<file path="src/rtl/keccak_pkg.sv">
// Shared definitions for the Keccak-style matrix encoder controllers:
// inverse FSM state encoding, round-count defaults and the round-constant
// table type used by both the forward and inverse controllers.
package keccak_pkg;

    localparam int ROUNDS_DEF = 24;
    localparam int RW_DEF     = 5;

    typedef enum logic [3:0] {
        INV_IDLE      = 4'd0,
        INV_LOAD      = 4'd1,
        INV_ADDRC     = 4'd2,
        INV_REVALUTE  = 4'd3,
        INV_PERMUTE   = 4'd4,
        INV_ROTATE    = 4'd5,
        INV_COLPARITY = 4'd6,
        INV_COUNTDOWN = 4'd7,
        INV_DONE      = 4'd8
    } inv_state_t;

    typedef logic [63:0] rc_word_t;
    typedef rc_word_t rc_table_t [ROUNDS_DEF];

endpackage

</file>
<file path="src/rtl/keccak_round_down_counter.sv">
// Loadable round down-counter. Saturates at zero so the round index can
// never wrap; zero_o tells the controller the final round has been run.
module keccak_round_down_counter #(
    parameter int            RW      = 5,
    parameter logic [RW-1:0] RST_VAL = '0
) (
    input  logic          clk,
    input  logic          rst,
    input  logic          load_i,
    input  logic [RW-1:0] load_val_i,
    input  logic          dec_i,
    output logic [RW-1:0] cnt_o,
    output logic          zero_o
);

    logic [RW-1:0] cnt_q;

    // Load wins over decrement; decrement is ignored once at zero.
    always_ff @(posedge clk or posedge rst) begin
        if (rst) begin
            cnt_q <= RST_VAL;
        end else if (load_i) begin
            cnt_q <= load_val_i;
        end else if (dec_i && (cnt_q != '0)) begin
            cnt_q <= cnt_q - 1'b1;
        end
    end

    assign cnt_o  = cnt_q;
    assign zero_o = (cnt_q == '0);

endmodule

</file>
<file path="src/rtl/keccak_inv_controller.sv">
// Inverse-round controller for the matrix decoder. Runs, per round,
// AddRC^-1, chi^-1 (multi-cycle, handshaked on chi_done), pi^-1, rho^-1,
// theta^-1, counting rounds down from ROUNDS-1 to 0. Moore outputs.
// Optional build macro KECCAK_INV_ABORT_EN adds an abort input that
// returns the controller to Idle from any busy state without a done pulse.
module keccak_inv_controller
    import keccak_pkg::*;
#(
    parameter int ROUNDS = ROUNDS_DEF,
    parameter int RW     = RW_DEF
) (
    input  logic          clk,
    input  logic          rst,
`ifdef KECCAK_INV_ABORT_EN
    input  logic          abort,
`endif
    input  logic          start,
    input  logic          chi_done,
    output logic          wr_en,
    output logic          invAddRC_en,
    output logic          invRevalute_en,
    output logic          invPermute_en,
    output logic          invRotate_en,
    output logic          invColParity_en,
    output logic [RW-1:0] round_idx,
    output logic          busy,
    output logic          done
);

    localparam logic [RW-1:0] LAST_ROUND = RW'(ROUNDS - 1);

    inv_state_t state_q, state_d;
    logic       abort_hit;
    logic       ctr_load, ctr_dec, ctr_zero;

`ifdef KECCAK_INV_ABORT_EN
    assign abort_hit = abort && (state_q != INV_IDLE);
`else
    assign abort_hit = 1'b0;
`endif

    // Round index reloads on a new decode or an abort, decrements between rounds.
    assign ctr_load = ((state_q == INV_IDLE) && start) || abort_hit;
    assign ctr_dec  = (state_q == INV_COUNTDOWN) && !ctr_zero && !abort_hit;

    keccak_round_down_counter #(
        .RW      (RW),
        .RST_VAL (LAST_ROUND)
    ) u_round_ctr (
        .clk        (clk),
        .rst        (rst),
        .load_i     (ctr_load),
        .load_val_i (LAST_ROUND),
        .dec_i      (ctr_dec),
        .cnt_o      (round_idx),
        .zero_o     (ctr_zero)
    );

    // State register; reset aborts any decode in flight.
    always_ff @(posedge clk or posedge rst) begin
        if (rst) begin
            state_q <= INV_IDLE;
        end else begin
            state_q <= state_d;
        end
    end

    // Next-state and Moore output decode.
    always_comb begin
        state_d         = state_q;
        wr_en           = 1'b0;
        invAddRC_en     = 1'b0;
        invRevalute_en  = 1'b0;
        invPermute_en   = 1'b0;
        invRotate_en    = 1'b0;
        invColParity_en = 1'b0;
        done            = 1'b0;
        busy            = (state_q != INV_IDLE);
        case (state_q)
            INV_IDLE:      if (start) state_d = INV_LOAD;
            INV_LOAD: begin
                wr_en   = 1'b1;
                state_d = INV_ADDRC;
            end
            INV_ADDRC: begin
                invAddRC_en = 1'b1;
                state_d     = INV_REVALUTE;
            end
            INV_REVALUTE: begin
                invRevalute_en = 1'b1;
                if (chi_done) state_d = INV_PERMUTE;
            end
            INV_PERMUTE: begin
                invPermute_en = 1'b1;
                state_d       = INV_ROTATE;
            end
            INV_ROTATE: begin
                invRotate_en = 1'b1;
                state_d      = INV_COLPARITY;
            end
            INV_COLPARITY: begin
                invColParity_en = 1'b1;
                state_d         = INV_COUNTDOWN;
            end
            INV_COUNTDOWN: state_d = ctr_zero ? INV_DONE : INV_ADDRC;
            INV_DONE: begin
                done    = 1'b1;
                state_d = INV_IDLE;
            end
            default:       state_d = INV_IDLE;
        endcase
        if (abort_hit) state_d = INV_IDLE;
    end

endmodule

</file>
<file path="config.mk">
export PLATFORM = sky130hd
export DESIGN_NAME = keccak_inv_controller
export DESIGN_NICKNAME = d
export VERILOG_FILES = /design/src/rtl/keccak_pkg.sv /design/src/rtl/keccak_round_down_counter.sv /design/src/rtl/keccak_inv_controller.sv
export SDC_FILE = /design/constraint.sdc
export NUM_CORES = 1
export LEC_CHECK = 0
export CORE_MARGIN = 10
export CORE_UTILIZATION = 39
export CTS_CLUSTER_SIZE = 40
export DETAILED_ROUTE_END_ITERATION = 7
export GPL_ROUTABILITY_DRIVEN = 1
export PLACE_DENSITY = 0.78
export SLEW_MARGIN = 20
export SYNTH_ARGS = -nofsm -noshare
export SYNTH_HDL_FRONTEND = slang
export SYNTH_SLANG_ARGS = --single-unit
export TNS_END_PERCENT = 5
</file>
<file path="constraint.sdc">
create_clock -name clk -period 1.8 [get_ports clk]
set_clock_uncertainty 0.2 [all_clocks]
set_input_delay 0.36 -clock clk [delete_from_list [all_inputs] [get_ports clk]]
set_output_delay 0.36 -clock clk [all_outputs]
set_load 0.05 [all_outputs]
</file>
## Word-level counts from Yosys, hierarchy flattened

Cells that the tools add are included.

- Register bits: 9
- Input bits: 4
- Output and inout port bits: 13
- Logic and storage cells: 36

- Add/subtract/negate cells: 1
- Eq/ne operators: 10
- Multiplexer cells: 13
- Reductions and logical operators: 10

Operators with widths:

| cell | count |
|---|---|
| case mux 4 bit (8 select lines) | 1 |
| equality test 4 x 3 -> 1 bit, second input constant | 4 |
| 2-to-1 mux 4 bit | 3 |
| 2-to-1 mux 5 bit | 2 |
| equality test 4 x 2 -> 1 bit, second input constant | 2 |
| 2-to-1 mux 1 bit | 7 |
| zero test 5 bit | 1 |
| nonzero test 5 bit | 1 |
| subtractor 5 x 1 -> 5 bit, second input constant | 1 |
| equality test 4 x 1 -> 1 bit, second input constant | 1 |
| equality test 4 bit, second input constant | 1 |
| zero test 4 bit | 1 |
| inequality test 2 bit, second input constant | 2 |
| nonzero test 4 bit | 1 |
| logical AND 1 bit | 3 |
| AND reduction 2 bit | 1 |
| nonzero test 2 bit | 1 |
| zero test 1 bit | 1 |

## Logic depth before layout (Yosys ltp)

Gate-level depths: netlist (run 1).

- Depth after elaboration: 6
- Depth in mapped cells: 5
- Mapped depth without buffers: 5

## Cells and area by module

Synthesis (run 1) repeated with hierarchy kept, for this count alone.

- Cells, all modules: 72
- Area total of the unflattened synthesis: 613.1 µm²

By module, submodules not included:

| module | times used | cells an instance | area an instance (µm²) | sequential area each (µm²) |
|---|---|---|---|---|
| keccak_round_down_counter | 1 | 33 | 307.8 | 130.1 |
| keccak_inv_controller | 1 | 39 | 305.3 | 100.1 |

## Worst setup path before layout (run 1)

Ideal clock, no wire load.

- Path kind: flip-flop to output port
- From: register state_q[2]
- To: output port done
- Data arrival time: 2260 ps
- Data required time: 1240 ps
- Path slack: -1020 ps
- Cell stages (with the launch flop): 3
- Buffers on the path: 1
- Path through: dfrtp_1 clkbuf_1 nor4b_1

- Longest elaborated chain between the ends: 2

Ends and longest elaborated chain:

| element | RTL line | RTL |
|---|---|---|
| from (decl) | keccak_inv_controller.sv:32 | `inv_state_t state_q, state_d;` |
| from (signal assigned) | keccak_inv_controller.sv:64 | `state_q <= state_d;` |
| equality test 4 bit | keccak_inv_controller.sv:79 | `case (state_q)` |
| 2-to-1 mux 1 bit | keccak_inv_controller.sv:79 |  |
| to (decl) | keccak_inv_controller.sv:27 | `output logic done` |

No other way between the ends.

## Worst setup path after layout (run 1)

- From: register state_q[0]
- To: output port invPermute_en

- Longest elaborated chain between the ends: 2

Ends and longest elaborated chain:

| element | RTL line | RTL |
|---|---|---|
| equality test 4 x 3 -> 1 bit | keccak_inv_controller.sv:79 |  |
| 2-to-1 mux 1 bit | keccak_inv_controller.sv:79 |  |
| to (decl) | keccak_inv_controller.sv:22 | `output logic invPermute_en,` |

No other way between the ends.

==> results of run 1 <==
-- power by group --
group	switching, mW	internal [mW]
registers	0.143	0.318
logic	0.842	0.767
clock network	0.0783	0.0856
total	1.06	1.17
-- cell usage after synthesis --
master	number
dfstp_2	4
o21bai_1	2
buf_1	1
nand2b_1	3
nor4b_1	2
or4_1	1
nand3_1	3
nand2_1	6
and4b_1	1
nor2_1	3
o21ai_0	3
clkbuf_1	3
nor3_1	4
mux2_2	1
nor4_1	1
o41ai_1	1
o31ai_1	1
or3_1	1
ha_1	1
o311ai_0	1
a31oi_1	1
or4b_1	1
a21oi_1	3
dfrtp_1	5
mux2i_1	1
nand4b_1	2
a21boi_1	1
inv_1	5
-- how the worst min path moves through the flow --
stage | start | endpoint | slack, ns
after floorplan | rst | state_q[0] | -0.01
after global placement | u_round_ctr.cnt_o[4] | u_round_ctr.cnt_o[4] | 0.31
after detailed placement | u_round_ctr.cnt_o[4] | u_round_ctr.cnt_o[4] | 0.32
after CTS | rst | u_round_ctr.cnt_o[3] | 0.17
after global routing | rst | u_round_ctr.cnt_o[3] | 0.19
final | rst | u_round_ctr.cnt_o[3] | 0.15
-- per-layer routing --
layer	GRT usage, %	vias to the layer above	wire length, um
li1	-	291	-
met1	14.00	329	802
met2	22.85	23	1123
met3	5.310	2	143
met4	3.020	0	9
met5	0	-	0
-- critical path, delay by kind of cell (launching register included) --
| family | cells | cell delay (ns) |
|---|---|---|
| simple gates | 2 | 0.48 |
| buf+inv | 1 | 0.16 |
| flops | 1 | 0.45 |
-- area by class of cell --
class,count,area [um^2],share of cell area (%)
timing repair buffer,33,416.7,37.17
sequential,9,235.2,20.98
multi-input combinational,44,405.4,36.16
tap,15,18.77,1.674
clock buffer,4,26.28,2.344
inverter,5,18.77,1.674
-- sequential cells by signal (all words and copies together) (netlist names) --
signal / cells
u_round_ctr.cnt_o: 5
state_q: 4
-- cell usage in the layout (no fill, tap or decap) --
cell,synthesis,routed
clkdlybuf4s50_1,0,3
buf_12,0,12
nand2b_4,0,1
buf_6,0,3
mux2i_1,1,1
mux2_2,1,1
a31oi_1,1,1
dfrtp_1,5,1
nand3_1,3,3
inv_1,5,3
nor2_4,0,2
clkbuf_4,0,3
o311ai_0,1,1
o21ai_0,3,3
or3_1,1,1
buf_4,0,15
dfstp_2,4,4
dfrtp_2,0,4
nand4b_1,2,2
clkbuf_1,3,1
nand2b_2,0,2
or4_1,1,1
o31ai_1,1,1
or4b_4,0,1
nor4b_4,0,2
nor3_4,0,4
o41ai_1,1,1
ha_4,0,1
a21oi_1,3,3
nor2_1,3,1
nor4_2,0,1
nand2_1,6,6
inv_2,0,2
o21bai_1,2,2
and4b_1,1,1
a21boi_1,1,1
-- through the flow --
step	TNS, ns	instance area (um^2)	cells	hold WS, ns	power (mW)
6_report	-0.4990	1121	110	0.1539	2.233
5_1_grt	-0.8420	1121	110	0.1852	2.338
3_3_place_gp	0	1028	101	0.3145	1.865
4_1_cts	-0.3977	1117	110	0.1687	2.195
2_1_floorplan	-0.1612	664.4	62	-0.01494	1.244
3_5_place_dp	0	1028	101	0.3158	1.912
-- logic make-up (layout without fill, tap and decap cells) --
kind of cell,Yosys count,in the layout,share of synthesized area (%)
and+or+nand+nor,28,28,29.89
AOI/OAI and AO/OA,13,13,15.40
buffers and inverters,9,42,6.206
muxes,2,2,3.908
DFF,9,9,42.30
adders and majority gates,1,1,2.298
-- what timing repair did --
| item | 4_1_cts | 5_1_grt |
|---|---|---|
| buffers inserted | 5 | 0 |
| hold endpoints to repair | 0 | 0 |
| resized for setup | 9 | 1 |
| setup endpoints to repair | 8 | 10 |
| pin swaps | 2 | 1 |
==> results_dict.tcl, run 1 <==
set metrics [dict create \
    syn_nets 67 \
    critical_path_class "register to output pin" \
    viasPerCell 5.864 \
    status "finished, violations left" \
    antenna_found_initial 0 \
    dp_hpwl_um 1404 \
    area_growth_syn_to_layout_pct 106.0 \
    crit_chain "nand2b_2 -> nor3_4 -> buf_12" \
    drtPass1Iterations 4 \
    core_mm2 0.001301 \
    cts_buffer_depth 2 \
    drc 0 \
    fillers 63 \
    r2r-start "u_round_ctr.cnt_o[0]" \
    ys.warnings.count 0 \
    yosysTopAreaCellShare_pct 22.99 \
    ys_seq_area_share_pct 42.30 \
    startpoint "state_q[0]" \
    die_height_um 57.36 \
    synth_area_um2 544.3 \
    synth-seq-cells 9 \
    fin_crit_sh_pct 105.7 \
    cap_violations 0 \
    die_x_um 57.36 \
    num_vias 645 \
    max_stage_delay_ns 0.45 \
    placementRows 13 \
    grt_usage_pct 12.98 \
    h-tree-depth 1 \
    r2r_slack_ns 0.04 \
    start_util_pct 41.83 \
    post-place-ws_ns 0.05419 \
    finalNetCount 101 \
    numCtsBuffers 3 \
    gr-total-overflow 0 \
    clockRootBuffer "clkbuf_4" \
    worstSkewPairLatency_ns 0.27 \
    antenna_left 0 \
    wl_per_cell_um 18.89 \
    reg2reg_depth 5 \
    drt-total-wl_um 2078 \
    syn_inst 62 \
    r2r-end "u_round_ctr.cnt_o[3]" \
    critical-path-slowest-cell "dfrtp_2" \
    rsz0062_at_grt "true" \
    drive_above_1_share_pct 61.05 \
    finalCoreUtilization_pct 86.15 \
    fin_crit_ns 1.903 \
    worstMarginPinSlew_ns 0.3661 \
    cp_data_required_time_ns 1.24 \
    num_antenna_cells 0 \
    yosys.area.top_type "dfrtp_1" \
    violations "setup timing" \
    slew_headroom_pct 75.57 \
    clock-sinks 9 \
    grt_max_degree 10 \
    grt_pass1_vias 725 \
    critical_path.max_fanout 6 \
    gp_routability_congestion 0.7680 \
    setup_slack_ns -0.1029 \
    hold_viol_final 0 \
    dieArea_mm2 0.003290 \
    cts_tree "yes" \
    grt_pass1_wl_um 3484 \
    fmax_mhz 525.5 \
    setup_viol 7 \
    ys_types 28 \
    synth_area_per_cell_um2 8.779 \
    power_per_cell_area_mw_per_mm2 1992 \
    clk_pin_slew_worst_paths_ns 0.07 \
    p_leak_nw 0.4547 \
    hold_buffers 0 \
    cp.arrival_ns 1.34 \
    first_iter_violations 9 \
    endpoint "invPermute_en" \
    synth_area_leaders "dfrtp_1 23%, dfstp_2 19%, nand2_1 4.1%, nor3_1 3.7%, inv_1 3.4%" \
    hold_class "input port to asynchronous set/reset pin" \
    ios 17 \
    setup.worst_path.end_class "output pin" \
    io_buffers 16 \
    peakVddDrop_v 0.001274 \
    cp-start-kind "register" \
    slew_viol_final 0 \
]
(Power assumes the default switching activity.)
==> inputs of run 2 (changes only) <==
--- a/config.mk
+++ b/config.mk
@@ -5,8 +5,9 @@
 export SDC_FILE = /design/constraint.sdc
 export NUM_CORES = 1
 export LEC_CHECK = 0
+export ABC_AREA = 1
 export CORE_MARGIN = 10
-export CORE_UTILIZATION = 39
+export CORE_UTILIZATION = 40
 export CTS_CLUSTER_SIZE = 40
 export DETAILED_ROUTE_END_ITERATION = 7
 export GPL_ROUTABILITY_DRIVEN = 1
==> run 2 against run 1 <==
  * Critical path depth increased by 1
  * Power increased by 4.6%
  * Worst setup slack improved by 0.084 ns
  * Synthesized area increased by 5.3%
  * Critical path type unchanged
  * Largest power group unchanged
  * Utilization decreased by 7.9 points
  * Combinational power increased by 6%
  * Routed wire length decreased by 22%
  * Maximum frequency increased by 4.6%
  * Worst hold slack got worse by 0.0022 ns
  * Sequential share of layout area increased by 1.6 points
  * The flow still finishes with violations (setup timing)
  * Synthesized cell count increased by 24%
  * Register-to-register slack improved by 0.14 ns
==> results_dict.tcl, run 2 <==
set metrics [dict create \
    clk_pin_slew_worst_paths_ns 0.06 \
    rsz0062_at_grt "true" \
    yosys-top-cells-count "17 x nand2_1, 14 x inv_1, 13 x nand3_1" \
    yosysTopAreaCellShare_pct 21.83 \
    die_x_um 57.85 \
    finalCoreUtilization_pct 78.24 \
    drc 0 \
    layout_common_cells "17 x nand2_1, 13 x nand3_1, 12 x inv_1, 12 x buf_12, 8 x buf_4" \
    numCtsBuffers 3 \
    ys_types 19 \
    die_height_um 57.85 \
    synth_area_um2 573.1 \
    ios 17 \
    cp_data_required_time_ns 1.24 \
    cp.arrival_ns 1.26 \
    hold_buffers 0 \
    critical-path-slowest-cell "dfrtp_2" \
    p_leak_nw 0.5099 \
    start_util_pct 42.96 \
    wl_per_cell_um 13.53 \
    fin_crit_sh_pct 101.1 \
    use_met2_pct 17.64 \
    synth_area_leaders "dfrtp_1 22%, dfstp_2 18%, nand3_1 11%, nand2_1 11%, inv_1 9.2%" \
    viasPerCell 4.958 \
    core_mm2 0.001334 \
    synth_area_per_cell_um2 7.442 \
    grt_max_degree 10 \
    cap_violations 0 \
    ys.flop_type "dfrtp_1" \
    cp-start-kind "register" \
    fillers 88 \
    critical_path_class "register to output pin" \
    dp_hpwl_um 1138 \
    hold_viol_final 0 \
    yosys.area.top_type "dfrtp_1" \
    clock-sinks 9 \
    drtPass1Iterations 4 \
    grt_pass1_wl_um 2635 \
    grt_use_met1_pct 9.046 \
    peakVddDrop_v 0.001235 \
    slew_headroom_pct 77.66 \
    largest_reg_flops 5 \
    worstSkewPairLatency_ns 0.26 \
    layout_commonest_cell "nand2_1" \
    max_stage_delay_ns 0.44 \
    gr-total-overflow 0 \
    status "finished, violations left" \
    area_growth_syn_to_layout_pct 82.10 \
    fmax_mhz 549.7 \
    slew_viol_final 0 \
    setup_viol 5 \
    gp_routability_congestion 0.8431 \
    synth-seq-cells 9 \
    placementRows 13 \
    synthMostInstantiatedCell "nand2_1" \
    grt_usage_pct 9.432 \
    critical_path.max_fanout 4 \
    num_vias 595 \
    ys_seq_area_share_pct 40.17 \
    h-tree-depth 1 \
    syn_nets 82 \
    worstMarginPinSlew_ns 0.3347 \
    syn_inst 77 \
    num_antenna_cells 0 \
    first_iter_violations 13 \
    grt_pass1_vias 622 \
    use_met3_pct 3.486 \
    io_buffers 16 \
    power_per_cell_area_mw_per_mm2 2239 \
    ys.warnings.count 0 \
    drive_above_1_share_pct 47.62 \
    cts_buffer_depth 2 \
    drt-total-wl_um 1624 \
    fin_crit_ns 1.819 \
    antenna_left 0 \
    violations "setup timing" \
    synthArstFlopShare_pct 100.0 \
    setup_slack_ns -0.01911 \
    synth-edff-count 0 \
    setup.worst_path.end_class "output pin" \
    hold_class "input port to asynchronous set/reset pin" \
    clockRootBuffer "clkbuf_4" \
    crit_chain "nor2_4 -> inv_1 -> nor3_4 -> buf_12" \
    dieArea_mm2 0.003347 \
    cts_tree "yes" \
    post-place-ws_ns 0.1422 \
    cpLargestDelayFamily "flip-flops" \
    crit_buf_inv 2 \
    antenna_found_initial 0 \
    busiest_layer "met2" \
    finalNetCount 111 \
]
[run 2: final timing paths]
kind / from / end / slack, ns / cells past startpoint
setup / recovery: state_q[2] / invAddRC_en / -0.02 / 4
hold / removal: rst / u_round_ctr.cnt_o[3] / 0.15 / 2
setup reg to reg: u_round_ctr.cnt_o[0] / u_round_ctr.cnt_o[3] / 0.18 / 7
hold reg to reg: u_round_ctr.cnt_o[4] / u_round_ctr.cnt_o[4] / 0.29 / 2
max in group asynchronous: rst / u_round_ctr.cnt_o[2] / 0.94 / 2
min in group clk: u_round_ctr.cnt_o[4] / u_round_ctr.cnt_o[4] / 0.29 / 2
[run 2: layer usage]
layer	vias to the layer above	part of all wire, %
met5	-	0
met3	0	7.4
met1	274	39
met4	0	0
met2	18	54
li1	303	-
[run 2: cells by family (layout without fill, tap and decap cells)]
| family | Yosys count | after routing | share of synthesized area (%) |
|---|---|---|---|
| DFF | 9 | 9 | 40.17 |
| adders and majority gates | 1 | 1 | 2.183 |
| AOI/OAI and AO/OA | 3 | 3 | 3.274 |
| buffers and inverters | 15 | 43 | 9.825 |
| xor gates and xnor gates | 1 | 1 | 1.529 |
| and+or+nand+nor | 48 | 48 | 43.01 |
[run 2: through the flow]
step	power [mW]	hold WS [ns]	cells	TNS, ns	area, um^2
finish	2.337	0.1516	120	-0.04070	1044
global route	2.502	0.1761	120	-0.4911	1044
CTS	2.242	0.1549	120	-0.2292	1005
detailed placement	1.932	0.2861	110	0	899.6
global placement	1.910	0.2857	110	0	899.6
floorplan	1.303	-0.01494	77	-1.404	588.1
[run 2: where the power goes]
part | internal, mW | total, mW | leakage, nW | switching, mW
clock network | 0.0852 | 0.153 | 0.0150 | 0.0679
registers | 0.332 | 0.476 | 0.100 | 0.144
logic | 0.747 | 1.71 | 0.395 | 0.961
total | 1.16 | 2.34 | 0.510 | 1.17
[run 2: timing repair]
item | 4_1_cts | 5_1_grt
hold endpoints to repair | 0 | 0
endpoints found under the setup margin | 8 | 8
gates resized for setup | 11 | 9
setup buffers | 6 | 0
pin swaps | 1 | 1
[run 2: cell type report]
| type | instances | area [um^2] | share of cell area [%] |
|---|---|---|---|
| clock buffers | 4 | 26.28 | 2.518 |
| inverters | 15 | 58.81 | 5.635 |
| multi-input cells | 53 | 362.8 | 34.77 |
| flip-flops and latches | 9 | 235.2 | 22.54 |
| well taps | 15 | 18.77 | 1.799 |
| repair buffers | 24 | 341.6 | 32.73 |
